`src/rtl/master_arbiter.sv`:
```
`default_nettype none
// ============================================================================
// Module      : master_arbiter
// Description : Two-master, one-slave round-robin arbiter. A registered FSM
//               (IDLE / GNT_M1 / GNT_M2) owns the shared slave channel. The
//               slave request channel and the master response channels are
//               muxed combinationally from the current owner.
//               Optional feature macro: ARB_TIMEOUT_EN. When it is defined,
//               a grant that sees no ack for TIMEOUT cycles is aborted with a
//               one-cycle err pulse to the owning master.
// Ports       : clk, rst                 - clock, sync active-high reset
//               master_{1,2}_req/addr/cmd/wdata - master request channels
//               master_{1,2}_ack/rdata/err      - master response channels
//               slave_req/addr/cmd/wdata        - shared slave request
//               slave_ack/rdata                 - slave response
//               grant                    - one-hot owner (01 = m1, 10 = m2)
// Revision    : 1.0 - initial release
// ============================================================================
module master_arbiter #(
    parameter int N       = 32,
    parameter int TIMEOUT = 16
) (
    input  logic         clk,
    input  logic         rst,
    input  logic         master_1_req,
    input  logic [N-1:0] master_1_addr,
    input  logic         master_1_cmd,
    input  logic [N-1:0] master_1_wdata,
    output logic         master_1_ack,
    output logic [N-1:0] master_1_rdata,
    output logic         master_1_err,
    input  logic         master_2_req,
    input  logic [N-1:0] master_2_addr,
    input  logic         master_2_cmd,
    input  logic [N-1:0] master_2_wdata,
    output logic         master_2_ack,
    output logic [N-1:0] master_2_rdata,
    output logic         master_2_err,
    output logic         slave_req,
    output logic [N-1:0] slave_addr,
    output logic         slave_cmd,
    output logic [N-1:0] slave_wdata,
    input  logic         slave_ack,
    input  logic [N-1:0] slave_rdata,
    output logic [1:0]   grant
);

    localparam logic [1:0] c_IDLE   = 2'd0;
    localparam logic [1:0] c_GNT_M1 = 2'd1;
    localparam logic [1:0] c_GNT_M2 = 2'd2;

    logic [1:0] r_state;
    // 1 = master 2 was served last, so master 1 wins the next tie.
    logic       r_last_m2;
    logic       w_gnt_1;
    logic       w_gnt_2;

`ifdef ARB_TIMEOUT_EN
    localparam int                 c_CNT_W    = (TIMEOUT > 1) ? $clog2(TIMEOUT) : 1;
    localparam logic [c_CNT_W-1:0] c_CNT_LAST = c_CNT_W'(TIMEOUT - 1);

    logic [c_CNT_W-1:0] r_cnt;
    logic               r_err_1;
    logic               r_err_2;
`endif

    assign w_gnt_1 = (r_state == c_GNT_M1);
    assign w_gnt_2 = (r_state == c_GNT_M2);

    always_ff @(posedge clk) begin
        if (rst) begin
            r_state   <= c_IDLE;
            r_last_m2 <= 1'b1;
`ifdef ARB_TIMEOUT_EN
            r_cnt     <= '0;
            r_err_1   <= 1'b0;
            r_err_2   <= 1'b0;
`endif
        end else begin
`ifdef ARB_TIMEOUT_EN
            r_err_1 <= 1'b0;
            r_err_2 <= 1'b0;
`endif
            case (r_state)
                c_IDLE: begin
`ifdef ARB_TIMEOUT_EN
                    // Holding the counter at zero in IDLE clears it on grant entry.
                    r_cnt <= '0;
`endif
                    if (master_1_req && master_2_req) begin
                        r_state <= r_last_m2 ? c_GNT_M1 : c_GNT_M2;
                    end else if (master_1_req) begin
                        r_state <= c_GNT_M1;
                    end else if (master_2_req) begin
                        r_state <= c_GNT_M2;
                    end
                end
                c_GNT_M1: begin
                    // In a grant slave_req mirrors the owner's req, so a
                    // dropped req or an ack both close the grant; ack wins
                    // over timeout expiry on the same edge.
                    if (!master_1_req || slave_ack) begin
                        r_state   <= c_IDLE;
                        r_last_m2 <= 1'b0;
                    end
`ifdef ARB_TIMEOUT_EN
                    else if (r_cnt == c_CNT_LAST) begin
                        r_state   <= c_IDLE;
                        r_last_m2 <= 1'b0;
                        r_err_1   <= 1'b1;
                    end else begin
                        r_cnt <= r_cnt + c_CNT_W'(1);
                    end
`endif
                end
                c_GNT_M2: begin
                    if (!master_2_req || slave_ack) begin
                        r_state   <= c_IDLE;
                        r_last_m2 <= 1'b1;
                    end
`ifdef ARB_TIMEOUT_EN
                    else if (r_cnt == c_CNT_LAST) begin
                        r_state   <= c_IDLE;
                        r_last_m2 <= 1'b1;
                        r_err_2   <= 1'b1;
                    end else begin
                        r_cnt <= r_cnt + c_CNT_W'(1);
                    end
`endif
                end
                default: begin
                    r_state <= c_IDLE;
                end
            endcase
        end
    end

    // Slave request channel: owner's inputs, all zero in IDLE.
    assign slave_req   = (w_gnt_1 & master_1_req) | (w_gnt_2 & master_2_req);
    assign slave_addr  = w_gnt_1 ? master_1_addr  : (w_gnt_2 ? master_2_addr  : '0);
    assign slave_cmd   = w_gnt_1 ? master_1_cmd   : (w_gnt_2 ? master_2_cmd   : 1'b0);
    assign slave_wdata = w_gnt_1 ? master_1_wdata : (w_gnt_2 ? master_2_wdata : '0);

    // Responses only reach the owner; slave_ack outside a grant is dropped.
    assign master_1_ack   = w_gnt_1 & slave_req & slave_ack;
    assign master_2_ack   = w_gnt_2 & slave_req & slave_ack;
    assign master_1_rdata = w_gnt_1 ? slave_rdata : '0;
    assign master_2_rdata = w_gnt_2 ? slave_rdata : '0;

    assign grant = {w_gnt_2, w_gnt_1};

`ifdef ARB_TIMEOUT_EN
    assign master_1_err = r_err_1;
    assign master_2_err = r_err_2;
`else
    // No counter in this build: err is constant low whatever TIMEOUT is set to.
    if (TIMEOUT > 0) begin : g_err_tied
        assign master_1_err = 1'b0;
        assign master_2_err = 1'b0;
    end else begin : g_err_tied_any
        assign master_1_err = 1'b0;
        assign master_2_err = 1'b0;
    end
`endif

endmodule
`default_nettype wire

```
`config.mk`:
```
export PLATFORM = sky130hd
export DESIGN_NAME = master_arbiter
export DESIGN_NICKNAME = d
export VERILOG_FILES = /design/src/rtl/master_arbiter.sv
export SDC_FILE = /design/constraint.sdc
export NUM_CORES = 1
export LEC_CHECK = 0
export CAP_MARGIN = 20
export CORE_AREA = 2 2 116 118
export CTS_BUF_LIST = sky130_fd_sc_hd__clkbuf_16
export CTS_CLUSTER_DIAMETER = 30
export DETAILED_ROUTE_END_ITERATION = 8
export DIE_AREA = 0 0 118 120
export GPL_ROUTABILITY_DRIVEN = 0
export PLACE_DENSITY = 0.61
export SYNTH_ARGS = -nofsm -noshare
export SYNTH_HDL_FRONTEND = slang
export SYNTH_SLANG_ARGS = --single-unit
export TNS_END_PERCENT = 20
```
`constraint.sdc`:
```
create_clock -name clk -period 2.9 [get_ports clk]
set_input_delay 0.435 -clock clk [delete_from_list [all_inputs] [get_ports clk]]
set_output_delay 0.435 -clock clk [all_outputs]
set_load 0.03 [all_outputs]
```
# ---- Word-level counts from Yosys, hierarchy flattened
# Cells that the tools add are included.
dict set report totals {
  register_bits 3
  latchBits 0
  ram_bits 0
  mem_bits_ro 0
  inputBits 167
  out_inout_bits 136
  wordCells 41
  n_memories 0
}
dict set report op_classes {
  add_sub_neg 0
  mul 0
  div_mod_pow 0
  order_cmp 0
  eq_ne 5
  shifts 0
  mux 18
  n_bitwise 7
  reduce_logical 9
}
# cell n
set ops {}
lappend ops {{$mux W32} 6}
lappend ops {{$mux W2} 6}
lappend ops {{$and A1 B1 Y1} 6}
lappend ops {{$pmux W2 S3} 1}
lappend ops {{$reduce_and A3 Y1} 2}
lappend ops {{$mux W1} 4}
lappend ops {{$ne A2 B1 Y1 const B} 2}
lappend ops {{$ne A4 B4 Y1 const B} 1}
lappend ops {{$eq A2 B1 Y1 const B} 1}
lappend ops {{$eq A2 B2 Y1 const B} 1}
lappend ops {{$logic_not A1 Y1} 2}
lappend ops {{$logic_not A2 Y1} 1}
lappend ops {{$logic_or A1 B1 Y1} 2}
lappend ops {{$pmux W1 S2} 1}
lappend ops {{$reduce_bool A2 Y1} 1}
lappend ops {{$logic_and A1 B1 Y1} 1}
lappend ops {{$or A1 B1 Y1} 1}

# ---- Longest topological paths before layout
dict set report logic_depth {
  word_depth 5
  mapped_depth 4
  depth_no_buf 3
}

# ---- Worst setup path before layout
# No wires, ideal clock.
dict set report synth_timing {
  kind {reg-to-output}
  start {reg r_state[0]}
  end {out master_1_ack}
  t_arrival_ns 1.192
  required_time_ns 2.465
  slack_ns 1.273
  path_stages_with_launch 5
  path_buffers 2
  cell_sequence {dfxtp_1 nor2b_1 buf_2 buf_2 and3_1}
}
dict set report synth_via {
  elab_chain_cells 5
  elab_cells_between_ends 7
  cone_classes {eq/ne: 2; bitwise: 5}
}
# item line
set synth_lines {}
lappend synth_lines {{from (decl)} 52} ;# logic [1:0] r_state;
lappend synth_lines {{from (signal assigned)} 72} ;# r_state <= c_IDLE;
lappend synth_lines {{from (signal assigned)} 91} ;# r_state <= r_last_m2 ? c_GNT_M1 : c_GNT_M2;
lappend synth_lines {{from (signal assigned)} 93} ;# r_state <= c_GNT_M1;
lappend synth_lines {{$eq A2 B1 Y1 or $eq A2 B2 Y1 (tied branches)} {67, 68}}
lappend synth_lines {{$and A1 B1 Y1} 139} ;# assign slave_req = (w_gnt_1 & master_1_req) | (w_gnt_2 & master_2_req);
lappend synth_lines {{$or A1 B1 Y1} 139}
lappend synth_lines {{$and A1 B1 Y1 * (2 in a row)} 145} ;# assign master_1_ack = w_gnt_1 & slave_req & slave_ack;
lappend synth_lines {{to (decl)} 29} ;# output logic master_1_ack,
# Every way passes the cells marked *; elsewhere a longest branch is shown, timed or not.

# ---- Worst setup path after layout
dict set report layout_timing {
  start {reg r_state[1]}
  end {out slave_wdata[5]}
}
dict set report layout_via {
  elab_chain_cells 3
  elab_cells_between_ends 4
  cone_classes {eq/ne: 2; mux: 2}
}
# item line
set layout_lines {}
lappend layout_lines {{$eq A2 B2 Y1} 68} ;# assign w_gnt_2 = (r_state == c_GNT_M2);
lappend layout_lines {{$mux W32} 142} ;# assign slave_wdata = w_gnt_1 ? master_1_wdata : (w_gnt_2 ? master_2_wdata : '0);
lappend layout_lines {{$mux W32 *} 142}
lappend layout_lines {{to (decl)} 42} ;# output logic [N-1:0] slave_wdata,
# Marked as above.

==> parameters.txt <==
Parameter                              Value

Cells and area
  Fin cells    approximately 630
  Sequential Area    60.1 um2
  Most frequent cells in the layout    sky130_fd_sc_hd__clkdlybuf4s50_1, sky130_fd_sc_hd__a22o_1, sky130_fd_sc_hd__and2_1
  Total Nets Final    625
  Ant diodes    0
  Post-route cell area    4580 um2
  Fill cell total of the finished layout    1325
  Proportion of layout cells with a drive suffix above 1    roughly 3.5%
  Most common library cell in the layout ignoring fill and taps    sky130_fd_sc_hd__clkdlybuf4s50_1
  Multi-input combinational cell area    between 1000 and 1500 um2
  Layout Area Growth over Synthesis    263%

STA
  Post-route clock skew    ~0.00054 ns
  Setup repair after global routing missed its margin    false
  Share of the cycle needed by the critical path after routing    roughly 90%
  Number of setup violations in the final report    0
  Achievable clock frequency    approximately 0.38 GHz
  Hold violation total from the final report    0
  Tmin final    between 2 and 3 ns
  Slew Limit Fails    0
  Setup total negative slack    0 ns

Global routing
  Largest net degree at the start of global routing    about 100
  Leftover overflow at the end of global routing    0
  Number of antenna violations at the first check in global routing    0
  Vias in the first global route    2661
  Global routing usage summed across all routing layers    between 10 and 15%
  First-pass GRT wire length    approximately 14000 um

Run
  Maxcap violations    0

Logic synthesis
  Mux cell area share after synthesis    0%
  Syn Std Cell Area    approximately 1300 um2
  Yosys cell types    18
  Synthesized flop and latch total    3
  Compound-cell area share of the yosys netlist    about 48%
  Adder-Cell Fraction of Synth Area    0%
  Post-synthesis cell count    175
  Portion of the post-synthesis area used by sequential elements    4.76%
  Yosys warning count    0
  Avg Cell Area, Syn    between 7 and 8 um2
  XOR/XNOR Fraction of Synth Area    0%
  Largest family of logic cells by synthesized area    compound AO/OA/AOI/OAI gates
  Simple logic cell fraction of the synthesized area    ~36%

CTS
  Number of hold-repair buffers added at the cts stage    0
  Clock latency on the worst-skew pair    around 0.22 ns
  CTS Root Cell    sky130_fd_sc_hd__clkbuf_16
  Clock tree sinks    3
  CTS tree    done
  Number of buffers added by the clock tree synthesis step    3
  Number of buffers inserted to repair setup after CTS    0
  Register clock-pin slew on the reported worst setup and hold paths    approximately 0.03 ns
  Post-CTS Resized    0
  Level count of the clock H-tree    1
  Maximum buffer depth of the clock tree    2

Floorplanning
  Standard-cell row count    42
  Horiz. Die Dim    about 120 um
  Floorplan Core Area    between 10000 and 15000 um2
  Die H    about 120 um
  Starting density of the core    about a tenth
  Die Outline Area    about 14000 um2
  I/O Pins    between 300 and 400

Pwr
  Worst voltage drop across the vdd grid    0.161 mV
  Reported leakage power    between 1.5 and 2 nW
  Pwr Density    ~240 nW/um2
  Power after layout    roughly 1.1 mW

Setup path
  CP Max Fanout    100
  Nature of the critical path endpoint    primary output
  Critical setup path kind    reg -> out
  Kind of launch point of the worst setup path    flop
  Endpoint required time on the critical path    between 2 and 2.5 ns
  Critical path data arrival time    approximately 2.2 ns

Routing
  Number of vias after detailed routing    roughly 2500
  WL/cell    ~15 um
  DRC violation total after the first TritonRoute iteration    69
  Post-route ant nets    0
  Post-detailed-route DRC marker count    0
  DRT Pass-1 Iters    4
  Via-to-Cell Ratio    ~4
  Sum of routed wire length over all layers    ~9500 um

Placement
  Post-detail-place hpwl    7780 um
  Total instance count after detailed placement    between 600 and 700
  Number of buffers added on ports    300
  Area post-placement    4500 um2

Min path
  Worst min path class    reg -> reg

Status
  Outcome    complete, no violations
[worst paths after layout]
| check | from | end | slack [ns] | depth (start not counted) |
|---|---|---|---|---|
| worst max-delay path | r_state[1] | slave_wdata[5] | 0.28 | 5 |
| worst min-delay path | r_last_m2 | r_last_m2 | 0.52 | 1 |
| worst min register to register | r_last_m2 | r_last_m2 | 0.52 | 1 |
| worst max register to register | r_state[0] | r_last_m2 | 1.38 | 4 |
[cells in the mapped netlist]
| cell | n | share of area (%) |
|---|---|---|
| sky130_fd_sc_hd__nand2b_1 | 2 | 0.99 |
| sky130_fd_sc_hd__a2111oi_0 | 1 | 0.69 |
| sky130_fd_sc_hd__nor2_2 | 1 | 0.50 |
| sky130_fd_sc_hd__nand2_1 | 2 | 0.60 |
| sky130_fd_sc_hd__o21ai_0 | 2 | 0.79 |
| sky130_fd_sc_hd__dfxtp_1 | 3 | 4.8 |
| sky130_fd_sc_hd__buf_2 | 16 | 6.3 |
| sky130_fd_sc_hd__a22o_1 | 65 | 45 |
| sky130_fd_sc_hd__nor2b_1 | 1 | 0.50 |
| sky130_fd_sc_hd__a221o_1 | 1 | 0.79 |
| sky130_fd_sc_hd__clkbuf_1 | 5 | 1.5 |
| sky130_fd_sc_hd__and2_1 | 64 | 32 |
| sky130_fd_sc_hd__inv_1 | 2 | 0.60 |
| sky130_fd_sc_hd__conb_1 | 1 | 0.30 |
| sky130_fd_sc_hd__and3_1 | 3 | 1.5 |
| sky130_fd_sc_hd__o21ai_1 | 1 | 0.40 |
| sky130_fd_sc_hd__buf_4 | 4 | 2.4 |
| sky130_fd_sc_hd__nor4_1 | 1 | 0.50 |
[logic make-up (layout without fill, tap and decap cells)]
logic type	after synthesis	count (layout)
other cells	1	2
compound gates	70	70
buf+inv	27	308
flops	3	3
simple gates	74	74
[state kept, by name, summed over array words and instances (netlist names)]
signal     flops
r_state        2
r_last_m2      1
[through the flow]
| step | hold slack [ns] | setup slack, ns | utilization (%) |
|---|---|---|---|
| 6_report | 0.518 | 0.280 | 35.3 |
| 5_1_grt | 0.552 | 0.163 | 35.3 |
| 4_1_cts | 0.514 | 0.286 | 35.3 |
| 3_5_place_dp | 0.504 | 0.533 | 34.7 |
| 3_3_place_gp | 0.491 | 0.548 | 34.7 |
| 2_1_floorplan | 0.438 | 1.27 | - |
[final cells by class]
| class | instances | area share, % |
|---|---|---|
| inverters | 2 | 0.164 |
| clock buffers | 3 | 1.64 |
| clock inverters | 1 | 0.0819 |
| well taps | 176 | 4.81 |
| repair buffers | 302 | 68.4 |
| flip-flops and latches | 3 | 1.31 |
| multi-input cells | 146 | 23.6 |
[metal layers]
metal	GRT usage (%)	part of all wire, %	up-vias
met2	21.9	48	178
met4	0.904	0	0
met5	0	0	-
li1	-	-	1207
met3	4.47	11	0
met1	14.5	42	1142
[worst max-delay path, stage by stage (launching register included)]
cell                              delay, ns
sky130_fd_sc_hd__dfxtp_1               0.40
sky130_fd_sc_hd__inv_1                 0.12
sky130_fd_sc_hd__nor2_4                0.13
sky130_fd_sc_hd__buf_12                0.33
sky130_fd_sc_hd__a22o_1                0.23
sky130_fd_sc_hd__clkdlybuf4s50_1       0.70
[report_power, final]
part | internal, mW | leakage, nW | switching (mW)
sequential | 0.0444 | 0.0247 | 0.00325
combinational | 0.453 | 1.65 | 0.385
clock | 0.178 | 0.0423 | 0.0356
total | 0.675 | 1.72 | 0.424
Power figures use the tool's default switching activity.
